===== src/rtl/zone_palette_painter_if.sv =====
// Pixel bus between the timing generator (master) and the zone painter (slave).
// Coordinates flow in, registered colour and zone index flow back.
interface zone_palette_painter_if #(
    parameter int COLOR_W = 24,
    parameter int ZI_W    = 2
);
    logic [9:0]         horizontal;
    logic [9:0]         vertical;
    logic [COLOR_W-1:0] color;
    logic [ZI_W-1:0]    zone_out;

    modport master (output horizontal, vertical, input color, zone_out);
    modport slave  (input horizontal, vertical, output color, zone_out);
endinterface


===== src/rtl/zone_palette_painter.sv =====
// Per-zone palette painter: coordinates -> zone -> palette colour, with swap capture and auto-rotation.
// Latency 2 cycles from coordinates to color/zone_out; no backpressure (free-running pixel stream).
module zone_palette_painter #(
    parameter int COLOR_W     = 24,
    parameter int ZONES_X     = 2,
    parameter int ZONES_Y     = 2,
    parameter int H_ACTIVE    = 640,
    parameter int V_ACTIVE    = 480,
    parameter int AUTO_FRAMES = 60,
    localparam int NZ         = ZONES_X * ZONES_Y,
    localparam int ZI_W       = (NZ > 1) ? $clog2(NZ) : 1
) (
    input  logic                   clk_in,
    input  logic                   reset_in,
    input  logic                   swap_in,
    input  logic                   auto_in,
    zone_palette_painter_if.slave  pix,
    output logic [ZI_W-1:0]        wr_ptr_out
);
    localparam int ZW   = H_ACTIVE / ZONES_X;
    localparam int ZH   = V_ACTIVE / ZONES_Y;
    localparam int ZX_W = (ZONES_X > 1) ? $clog2(ZONES_X) : 1;
    localparam int ZY_W = (ZONES_Y > 1) ? $clog2(ZONES_Y) : 1;
    localparam int FC_W = (AUTO_FRAMES > 1) ? $clog2(AUTO_FRAMES) : 1;

    logic [COLOR_W-1:0] r_gen;
    logic               r_s1, r_s2, r_s3;
    logic [COLOR_W-1:0] r_pal [NZ];
    logic [ZI_W-1:0]    r_wr_ptr;
    logic [FC_W-1:0]    r_frame_cnt;
    logic               r_rot_req;
    logic               r_fs_d;
    logic [ZI_W-1:0]    r_zone1;
    logic               r_act1;
    logic [COLOR_W-1:0] r_color;
    logic [ZI_W-1:0]    r_zone;

    logic               w_swap_pulse;
    logic               w_fs_lvl;
    logic               w_frame_start;
    logic [ZX_W-1:0]    w_zx;
    logic [ZY_W-1:0]    w_zy;
    logic [ZI_W-1:0]    w_zone;
    logic               w_act;

    assign w_swap_pulse  = r_s2 & ~r_s3;
    assign w_fs_lvl      = (pix.horizontal == 10'd0) && (pix.vertical == 10'd0);
    assign w_frame_start = w_fs_lvl & ~r_fs_d;

    // Compare chains: the last threshold passed is the zone, so overflow pixels clamp naturally.
    always_comb begin
        w_zx = '0;
        w_zy = '0;
        for (int k = 1; k < ZONES_X; k++) begin
            if (32'(pix.horizontal) >= k * ZW) w_zx = ZX_W'(k);
        end
        for (int k = 1; k < ZONES_Y; k++) begin
            if (32'(pix.vertical) >= k * ZH) w_zy = ZY_W'(k);
        end
        w_zone = ZI_W'(int'(w_zy) * ZONES_X + int'(w_zx));
        w_act  = (32'(pix.horizontal) < H_ACTIVE) && (32'(pix.vertical) < V_ACTIVE);
    end

    always_ff @(posedge clk_in or posedge reset_in) begin
        if (reset_in) begin
            r_gen <= '0;
            r_s1  <= 1'b0;
            r_s2  <= 1'b0;
            r_s3  <= 1'b0;
        end else begin
            r_gen <= r_gen + 1'b1;
            r_s1  <= swap_in;
            r_s2  <= r_s1;
            r_s3  <= r_s2;
        end
    end

    // A swap write takes the cycle; a pending rotation waits one cycle behind it.
    always_ff @(posedge clk_in or posedge reset_in) begin
        if (reset_in) begin
            for (int i = 0; i < NZ; i++) r_pal[i] <= '0;
            r_wr_ptr <= '0;
        end else if (w_swap_pulse) begin
            r_pal[r_wr_ptr] <= r_gen;
            r_wr_ptr        <= (r_wr_ptr == ZI_W'(NZ - 1)) ? '0 : r_wr_ptr + 1'b1;
        end else if (r_rot_req && auto_in) begin
            for (int i = 0; i < NZ; i++) r_pal[i] <= r_pal[(i + 1) % NZ];
        end
    end

    always_ff @(posedge clk_in or posedge reset_in) begin
        if (reset_in) begin
            r_fs_d      <= 1'b0;
            r_frame_cnt <= '0;
            r_rot_req   <= 1'b0;
        end else begin
            r_fs_d <= w_fs_lvl;
            if (!auto_in) begin
                r_frame_cnt <= '0;
                r_rot_req   <= 1'b0;
            end else begin
                if (r_rot_req && !w_swap_pulse) r_rot_req <= 1'b0;
                if (w_frame_start) begin
                    if (r_frame_cnt == FC_W'(AUTO_FRAMES - 1)) begin
                        r_frame_cnt <= '0;
                        r_rot_req   <= 1'b1;
                    end else begin
                        r_frame_cnt <= r_frame_cnt + 1'b1;
                    end
                end
            end
        end
    end

    always_ff @(posedge clk_in or posedge reset_in) begin
        if (reset_in) begin
            r_zone1 <= '0;
            r_act1  <= 1'b0;
            r_color <= '0;
            r_zone  <= '0;
        end else begin
            r_zone1 <= w_zone;
            r_act1  <= w_act;
            r_color <= r_act1 ? r_pal[r_zone1] : '0;
            r_zone  <= r_zone1;
        end
    end

    assign pix.color    = r_color;
    assign pix.zone_out = r_zone;
    assign wr_ptr_out   = r_wr_ptr;
endmodule


===== src/flat_wrapper.sv =====
// flat-port wrapper written by rule: the top's interface ports become plain ports
module zone_palette_painter_flat 
#(
    parameter int COLOR_W     = 24,
    parameter int ZONES_X     = 2,
    parameter int ZONES_Y     = 2,
    parameter int H_ACTIVE    = 640,
    parameter int V_ACTIVE    = 480,
    parameter int AUTO_FRAMES = 60,
    localparam int NZ         = ZONES_X * ZONES_Y,
    localparam int ZI_W       = (NZ > 1) ? $clog2(NZ) : 1
)
  (clk_in, reset_in, swap_in, auto_in, wr_ptr_out, pix_horizontal, pix_vertical, pix_color, pix_zone_out);
  zone_palette_painter_if #(.COLOR_W(COLOR_W), .ZI_W(2)) pix_i ();
  input  logic clk_in;
  input  logic reset_in;
  input  logic swap_in;
  input  logic auto_in;
  output logic [ZI_W-1:0] wr_ptr_out;
  input wire logic [$bits(pix_i.horizontal)-1:0] pix_horizontal;
  input wire logic [$bits(pix_i.vertical)-1:0] pix_vertical;
  output wire logic [$bits(pix_i.color)-1:0] pix_color;
  output wire logic [$bits(pix_i.zone_out)-1:0] pix_zone_out;
  assign pix_i.horizontal = pix_horizontal;
  assign pix_i.vertical = pix_vertical;
  assign pix_color = pix_i.color;
  assign pix_zone_out = pix_i.zone_out;
  zone_palette_painter #(.COLOR_W(COLOR_W), .ZONES_X(ZONES_X), .ZONES_Y(ZONES_Y), .H_ACTIVE(H_ACTIVE), .V_ACTIVE(V_ACTIVE), .AUTO_FRAMES(AUTO_FRAMES)) u_core (.clk_in(clk_in), .reset_in(reset_in), .swap_in(swap_in), .auto_in(auto_in), .pix(pix_i), .wr_ptr_out(wr_ptr_out));
endmodule

===== config.mk =====
export PLATFORM = sky130hd
export DESIGN_NAME = zone_palette_painter_flat
export DESIGN_NICKNAME = d
export VERILOG_FILES = /design/src/rtl/zone_palette_painter_if.sv /design/src/rtl/zone_palette_painter.sv /design/src/flat_wrapper.sv
export SDC_FILE = /design/constraint.sdc
export NUM_CORES = 1
export LEC_CHECK = 0
export ABC_AREA = 1
export BUFFER_PORTS_ARGS = -buffer_cell sky130_fd_sc_hd__buf_2
export CAP_MARGIN = 20
export CORE_MARGIN = 2
export CORE_UTILIZATION = 44
export DETAILED_ROUTE_END_ITERATION = 16
export PLACE_DENSITY_LB_ADDON = 0.3
export SYNTH_ARGS = -nofsm -noshare
export SYNTH_HDL_FRONTEND = slang
export SYNTH_SLANG_ARGS = --single-unit

===== constraint.sdc =====
create_clock -name clk_in -period 4.78 [get_ports clk_in]
set_input_delay 0.239 -clock clk_in [delete_from_list [all_inputs] [get_ports clk_in]]
set_output_delay 0.239 -clock clk_in [all_outputs]
set_load 0.02 [all_outputs]

==> metrics.md <==
| Metric | Value |
|---|---|
| Outcome | `finished clean` |
| Mapped Area | `7649 µm²` |
| Routed len/inst | `16.44 µm` |
| Avg Inst Size Synth | `around 9 µm²` |
| Number of global-route vias before repair | `5844` |
| Number of synthesized flops with an enable pin | `0` |
| Vias post-DR | `5995` |
| First-pass GRT wire length | `29830 µm` |
| H-tree depth | `4` |
| Antenna diodes | `0` |
| Final setup vio count | `0` |
| CP max FO | `38` |
| Synth Flop Type | `dfrtp_1` |
| Critical path type | `flop to flop` |
| Max Transition Viols Final | `0` |
| Min-delay worst type | `input pin to flop` |
| Die X | `~140 µm` |
| Synth area leader | `dfrtp_1` |
| CTS clk-pin slew, worst paths | `60 ps` |
| Synth area leaders | `dfrtp_1, o221ai_1, nand2_1` |
| Synth Warn # | `0` |
| Data arrival, critical path | `2970 ps` |
| CTS Buf Count | `17` |
| Pwr Density | `between 400 and 500 nW/µm²` |
| Initial Util | `44.69%` |
| Seq/Total Area, Yosys | `around 53%` |
| FP Rows | `48` |
| Global Route Usage Sum | `21.03%` |
| Clock Sinks | `162` |
| Synth-to-Final Area Change | `12.45%` |
| Worst setup SP type | `flop` |
| Final hold viol count | `0` |
| TritonCTS clock tree | `built` |
| Nets | `897` |
| Grt ovf | `0` |
| Routed Antenna Nets | `0` |
| Clock latency at the later pin of the worst-skew pair | `roughly 430 ps` |
| Crit path required time | `5100 ps` |
| Vias per inst | `5.425` |
| Root Driver | `clkbuf_16` |
| Fmax | `between 300 and 400 MHz` |
| CP Capture Type | `flop` |
| Slew Limit Headroom | `approximately a quarter` |
| Postcts setup bufs | `0` |
| Largest net degree at the start of global routing | `115` |
| Core footprint | `17120 µm²` |
| Measured slew at the worst slew-check pin | `approximately 1100 ps` |
| Final Cycle Share | `55.42%` |
| Leak pwr | `approximately 3.8 nW` |
| Layout Skew | `6.194 ps` |
| VDD IR max | `0.2758 mV` |
| Synth unique cells | `27` |
| GP Congestion | `0.8038` |
| I/O pin count | `52` |
| Drt first pass iters | `5` |
| Setup TNS | `0 ps` |
| Share of layout cells above drive strength 1 | `12.50%` |
| Seq cells post-synth | `162` |
| DRT Wirelength | `18170 µm` |
| Setup repair after global routing missed its margin | `false` |
| Minimum clock period | `2649 ps` |
| Net count after synthesis | `878` |
| Port bufs | `51` |
| Hold_buf cts | `2` |
| Die area | `18450 µm²` |
| Max-Cap Viols | `0` |
| Post-synth top area share | `a little over half` |
| DRT iter0 DRCs | `roughly 540` |
| Synth Instances | `roughly 850` |
| Most common cell after layout, fill and taps aside | `nand2_1` |
| Die H | `135.8 µm` |
| Number of remaining DRC errors | `0` |
| Hold Slack | `between 20 and 30 ps` |
| Resize count post-CTS | `0` |
| CTS max path bufs | `2` |
| DP Wirelength | `10790 µm` |
| Most frequent cells in the layout | `nand2_1, dfrtp_1, inv_1, o221ai_1, a21oi_1` |
| Synth async-reset ratio | `100.0%` |
| Initial antenna violation count | `0` |
[sequential cells by signal (all words and copies together), names as in the netlist]
signal	cells
u_core.r_s3	1
u_core.pix.color	24
u_core.r_fs_d	1
u_core.wr_ptr_out	2
u_core.r_s1	1
u_core.r_rot_req	1
u_core.r_zone1	2
u_core.r_s2	1
u_core.pix.zone_out	2
u_core.r_frame_cnt	6
u_core.r_gen	24
u_core.r_pal	96
u_core.r_act1	1
[cells by family (layout without fill, tap and decap cells)]
logic type      after synthesis  after routing  synth area share (%)
simple gates                250            250                 14.33
compound gates              222            222                 19.24
fa+ha+maj                     6              6                0.9815
xor+xnor                     19             19                 2.176
flops                       162            162                 53.00
buf+inv                     189            221                 10.27
[routing by layer]
layer  wire [µm]  up-vias  GRT usage [%]
li1            -     2903              -
met1        8316     2914          28.72
met2        8610      152          33.11
met3         900       26          4.362
met4         338        0          8.044
met5           0        -              0
[worst max-delay path, stage by stage (launching register included)]
cell	delay, ps
dfrtp_1	360
inv_1	50
nand2_1	70
nand3_2	460
buf_4	480
nand2_1	670
o221ai_1	420
[synth_stat cells (13+ instances only)]
cell	count
nand4_1	13
buf_2	35
a21oi_1	72
clkbuf_1	17
nor2_1	36
nand3_1	13
dfrtp_1	162
inv_1	125
xor2_1	14
o221ai_1	96
o21ai_0	52
nand2_1	167
[through the flow]
step,std cells,utilization (%),instance area (µm²),setup slack (ps),total power [mW]
floorplan,848,-,7649,164.4,2.350
global placement,1068,46.31,7926,2187,2.540
detailed placement,1068,46.31,7926,2109,2.565
CTS,1102,49.87,8536,2156,3.920
global route,1105,50.25,8601,1892,4.122
finish,1105,50.25,8601,2131,3.906
[path summary, 6_finish.rpt]
kind                                            start                          endpoint  slack (ps)  cells after the start
worst max register to register  u_core.r_s3$_DFF_PP0_      u_core.r_pal[67]$_DFFE_PP0P_        2130                      6
worst max-delay path            u_core.r_s3$_DFF_PP0_      u_core.r_pal[67]$_DFFE_PP0P_        2130                      6
worst min-delay path                pix_horizontal[9]       u_core.r_zone1[0]$_DFF_PP0_          30                      3
min in group asynchronous                    reset_in  u_core.wr_ptr_out[1]$_DFFE_PP0N_         320                      3
worst min register to register  u_core.r_s1$_DFF_PP0_             u_core.r_s2$_DFF_PP0_         350                      0
max in group asynchronous                    reset_in    u_core.pix.color[14]$_DFF_PP0_        3380                      5
[power by group]
part	leakage, nW	switching (mW)	internal [mW]	total, mW
Combinational	1.41	0.510	0.275	0.784
Clock	0.281	0.559	0.793	1.35
Sequential	2.15	0.103	1.67	1.77
[layout make-up]
type / count / area, µm²
Clock buffer: 19 / 452.9
Clock inverter: 13 / 136.4
Fill cell: 1599 / 8516
Inverter: 127 / 481.7
Multi-Input combinational cell: 497 / 2809
Sequential cell: 162 / 4054
Tap cell: 225 / 281.5
Timing Repair Buffer: 62 / 385.4
Note: power is estimated with default switching activity, not from simulation.
